$ cat config.mk
export PLATFORM = sky130hd
export DESIGN_NAME = combinational_logic
export DESIGN_NICKNAME = d
export VERILOG_FILES = /design/src/rtl/combinational_logic.sv
export SDC_FILE = /design/constraint.sdc
export NUM_CORES = 1
export LEC_CHECK = 0
export BUFFER_PORTS_ARGS = -buffer_cell sky130_fd_sc_hd__buf_2
export CORE_AREA = 8 8 45 47
export CTS_BUF_LIST = sky130_fd_sc_hd__clkbuf_16
export DETAILED_ROUTE_END_ITERATION = 10
export DIE_AREA = 0 0 53 55
export PLACE_DENSITY = 0.67
export SLEW_MARGIN = 10
export SYNTH_ARGS = -nofsm -noshare
export SYNTH_HDL_FRONTEND = slang
export SYNTH_SLANG_ARGS = --single-unit
$ cat constraint.sdc
create_clock -name clk -period 2.1 [get_ports clk]
set_input_delay 0.21 -clock clk [delete_from_list [all_inputs] [get_ports clk]]
set_output_delay 0.21 -clock clk [all_outputs]
set_load 0.02 [all_outputs]
$ cat src/rtl/combinational_logic.sv
// combinational_logic: table-driven 3-input Boolean cell with a registered copy and a saturating rising-edge counter
module combinational_logic #(
    parameter logic [7:0] TRUTH_TABLE = 8'b1110_1000,
    parameter int         CNT_W       = 8
) (
    input  logic             A,
    input  logic             B,
    input  logic             C,
    output logic             F,
    input  logic             clk,
    input  logic             rst,
    output logic             F_q,
    output logic [CNT_W-1:0] rise_cnt
);
    assign F = TRUTH_TABLE[{A, B, C}];
    always_ff @(posedge clk) begin
        if (rst) begin
            F_q      <= 1'b0;
            rise_cnt <= '0;
        end else begin
            F_q <= F;
            if (F && !F_q && rise_cnt != '1) rise_cnt <= rise_cnt + CNT_W'(1);
        end
    end
endmodule

== Yosys cells after proc, flatten, opt, wreduce, memory -nomap -nowiden ==
Memory sizes are Yosys's and may differ from the RTL's.
Cells that the tools add are included.
W data, S select, Z words.
Word-level totals
  output and inout bits: 10
  memories kept: 1
  register bits after elaboration: 9
  bits in read-only memories: 8
Operators by class
  multiplexer cells: 1
  $lt $le $gt $ge: 1
  equal/unequal tests: 1
  add/sub/neg operators: 1
  reductions and logical operators: 3
Memories
  (no name shown): depth 8, bits a word 1, read ports 1, clocked after Yosys merged registers in 0, wr ports 0, RTL line 15  | assign F = TRUTH_TABLE[{A, B, C}];
Operators by type and width (number)
  $add A8 B1 Y8 const B: 1
  $ne A8 B8 Y1 const B: 1
  $lt A3 B4 Y1 const B: 1
  $logic_and A1 B1 Y1: 2
  $logic_not A1 Y1: 1
  $mux W1: 1

== Longest topological paths before layout ==
  depth in word-level cells: 4
  gate-level depth with buffers: 5
  mapped depth without buffers: 5

== Worst setup path after synthesis ==
OpenSTA, ideal clock, no wires.
  path kind: register to register
  from: register rise_cnt[0]
  to: register rise_cnt[1]
  slack: 599 ps
  path buffers: 0
  arrival time: 1373 ps
  required time: 1973 ps
  cell stages (with the launch flop): 6
  cell sequence: dfxtp_1 -> ha_1 -> nand3_2 -> o211ai_4 -> mux2i_1 -> nor2_1
Between the ends
  cells in the longest elaborated chain, start to end: 2
RTL lines
  start: declaration: RTL line 13  | output logic [CNT_W-1:0] rise_cnt
  start signal: assignment: RTL line 22  | if (F && !F_q && rise_cnt != '1) rise_cnt <= rise_cnt + CNT_W'(1);
  branches (longest 2 deep; another with $add A8 B1 Y8)
Parallel ways; which one is timed is not known.
A chain may end at the register's enable or synchronous reset.

== Worst setup path in the final report ==
Ends and elaborated chain as after synthesis.

==> impl_metrics.toml <==
[grt]
grt_pass1_wl_um = 1620
antenna_found_initial = 0
grt_pass1_vias = 383
grt.overflow.total = 0
grtUsageTotal_pct = 7.62
grt_max_degree = 10

[timing]
tns_ns = 0
setup_slack_ns = 0.661
rsz0062_at_grt = "no"
clock_skew_ns = 0.00345
fmax_mhz = 695
max_slew_margin_pct = 83.2
tightestPinTransition_ns = 0.251
setup_viol = 0
period_share_pct = 68.5
period_minus_slack_ns = 1.44
slew_violations = 0
hold_viol = 0

[pwr]
power_density_mw_per_mm2 = 911
power.leakage_nw = 0.278
finalPower_mw = 0.565
max-vdd-ir-drop_v = 0.000960

[hold_path]
min_path_type = "primary input to flop"
hold-path-endpoint = "rise_cnt[4]$_SDFFE_PP0P_"
hold_path_depth = 2
hp-start = "rst"

[critical_path]
slowest_stage = "dfxtp_1"
rrSetupSlack_ns = 0.66
r2r.worst_path.cells = 5
start_kind = "flop"
arrival_ns = 1.56
critPathBufInv = 0
required_ns = 2.22
r2r-start = "rise_cnt[0]$_SDFFE_PP0P_"
critPathCaptureType = "flop"
critPathMaxFanout = 6
slowest_delay_ns = 0.38
reg2reg_to = "rise_cnt[1]$_SDFFE_PP0P_"
crit_chain = "ha_1, nand3_2, o211ai_4, mux2i_1, nor2_1"
critical_path.top_delay_family = "flip-flops"
critPathKind = "flop to flop"

[routing]
wl_per_cell_um = 12.3
drc = 0
dr.first_iter.drc_count = 5
dr.pass1.iters = 4
wl_met1_um = 472
vias_per_cell = 5.16
ant_nets = 0
dr_wl_met2_um = 414
routed.top_layer = "met3"
via_count = 418
wirelength_um = 1000
routed-wl-met3_um = 113

[floorplan]
dieArea_mm2 = 0.00292
fp-row-count = 14
io_pins = 15
dieHeight_um = 55
initial_core_util_pct = 32.9
coreArea_mm2 = 0.00138
die_w_um = 53

[synthesis]
async_flop_share_pct = 0
yosysMostFrequentCell = "dfxtp_1"
yosys.area.top_type_share_pct = 39.6
synth-edff-count = 0
ys_seq_area_share_pct = 39.6
yosys.area.top_type = "dfxtp_1"
ys_ff_latch = 9
synthTopCellsByCount = "9 x dfxtp_1, 5 x nor2_1, 3 x o21ai_0"
syn_area_um2 = 455
syn_inst = 48
synth_area_leaders = "dfxtp_1 40%, o211ai_4 4.7%, mux2i_1 4.4%"
ys_types = 25
syn_nets = 54
yosysWarnings = 0
synth_area_per_cell_um2 = 9.49
synth-main-ff-cell = "dfxtp_1"

[placed_design]
gp_congestion = 0.810
hpwl_um = 752
io_buffers = 14
dpl_worst_slack_ns = 0.671
postPlaceCellArea_um2 = 542

[cts]
cts_inserted_buffers = 3
clock_tree.root_cell = "clkbuf_16"
cts.clk_slew.worst_paths_ns = 0.04
clk_latency_ns = 0.23
cts_resized = 0
cts_hold_buf = 0
cts_buffer_depth = 2
cts_tree = "built"
cts_post_setup_buffers_inserted = 0
h-tree-depth = 1
clock_sinks = 9

[final_layout]
num_antenna_cells = 0
drive_above_1_share_pct = 33.8
area_growth_pct = 36.3
final_nets = 72
finalInstanceArea_um2 = 621
final_util_pct = 44.8

[run_status]
status = "completed"

[flow_run]
drv_cap = 0
cell usage in the layout (no fill, tap or decap):
master     netlist  final
dfxtp_1          9      9
and4_1           1      1
inv_1            2      3
a31oi_1          2      2
ha_1             1      1
nor3b_4          1      1
buf_2            0     14
nand3_1          2      2
a21oi_1          2      2
nand4_1          2      2
nor3_2           1      1
nor2b_1          1      1
maj3_4           1      1
o21ai_0          3      3
nor3_1           1      1
xor2_1           1      1
or3_1            2      2
nand2_1          2      2
clkbuf_16        0      3
mux2i_1          2      2
a211oi_1         1      1
and3_1           2      2
nor2_1           5      5
nand3_2          1      1
o211ai_4         1      1
and4b_1          1      1
worst reg2reg max path, cell delays in order (launching register included):
cell,delay [ns]
dfxtp_1,0.38
ha_1,0.23
nand3_2,0.16
o211ai_4,0.30
mux2i_1,0.22
nor2_1,0.05
area by class of cell:
class | count | area, um2
fill | 153 | 763
timing repair buffer | 14 | 70.1
sequential | 9 | 180
tap | 16 | 20.0
inverter | 2 | 7.51
clock inverter | 1 | 3.75
clock buffer | 3 | 75.1
multi-input combinational | 36 | 264
metrics by stage:
stage / instances / hold WS (ns)
global placement: 77 / 0.515
floorplan: 48 / 0.516
global route: 81 / 0.284
finish: 81 / 0.277
CTS: 81 / 0.274
detailed placement: 77 / 0.518
metal layers:
| layer | global-route usage, % | vias to the layer above |
|---|---|---|
| li1 | - | 212 |
| met1 | 8.27 | 195 |
| met2 | 11.7 | 11 |
| met3 | 6.68 | 0 |
| met4 | 0 | 0 |
| met5 | 0 | - |
state kept, by name (all words and copies together) (netlist names):
register	count
F_q	1
rise_cnt	8
worst max-delay path by stage:
stage	start	endpoint	slack (ns)	cells after the start
2_1_floorplan	rise_cnt[0]$_SDFFE_PP0P_	rise_cnt[1]$_SDFFE_PP0P_	0.60	5
3_3_place_gp	rise_cnt[0]$_SDFFE_PP0P_	rise_cnt[3]$_SDFFE_PP0P_	0.70	5
3_5_place_dp	rise_cnt[0]$_SDFFE_PP0P_	rise_cnt[1]$_SDFFE_PP0P_	0.67	5
4_1_cts	rise_cnt[0]$_SDFFE_PP0P_	rise_cnt[1]$_SDFFE_PP0P_	0.66	5
5_1_grt	rise_cnt[0]$_SDFFE_PP0P_	rise_cnt[3]$_SDFFE_PP0P_	0.56	5
6_report	rise_cnt[0]$_SDFFE_PP0P_	rise_cnt[1]$_SDFFE_PP0P_	0.66	5
cells by family after synthesis:
family / Yosys count / share of synthesized area, %
and+or+nand+nor: 22 / 31.3
AOI/OAI and AO/OA: 9 / 14.6
DFF: 9 / 39.6
buffers and inverters: 3 / 2.47
muxes: 2 / 4.40
adders and majority gates: 2 / 5.77
xor gates and xnor gates: 1 / 1.92
power by group:
part | switching [mW] | internal (mW) | leakage (nW)
combinational | 0.0290 | 0.0199 | 0.162
sequential | 0.00703 | 0.178 | 0.0731
clock | 0.0828 | 0.249 | 0.0423
total | 0.119 | 0.446 | 0.278
No activity file was read; power rests on OpenSTA's default activity.
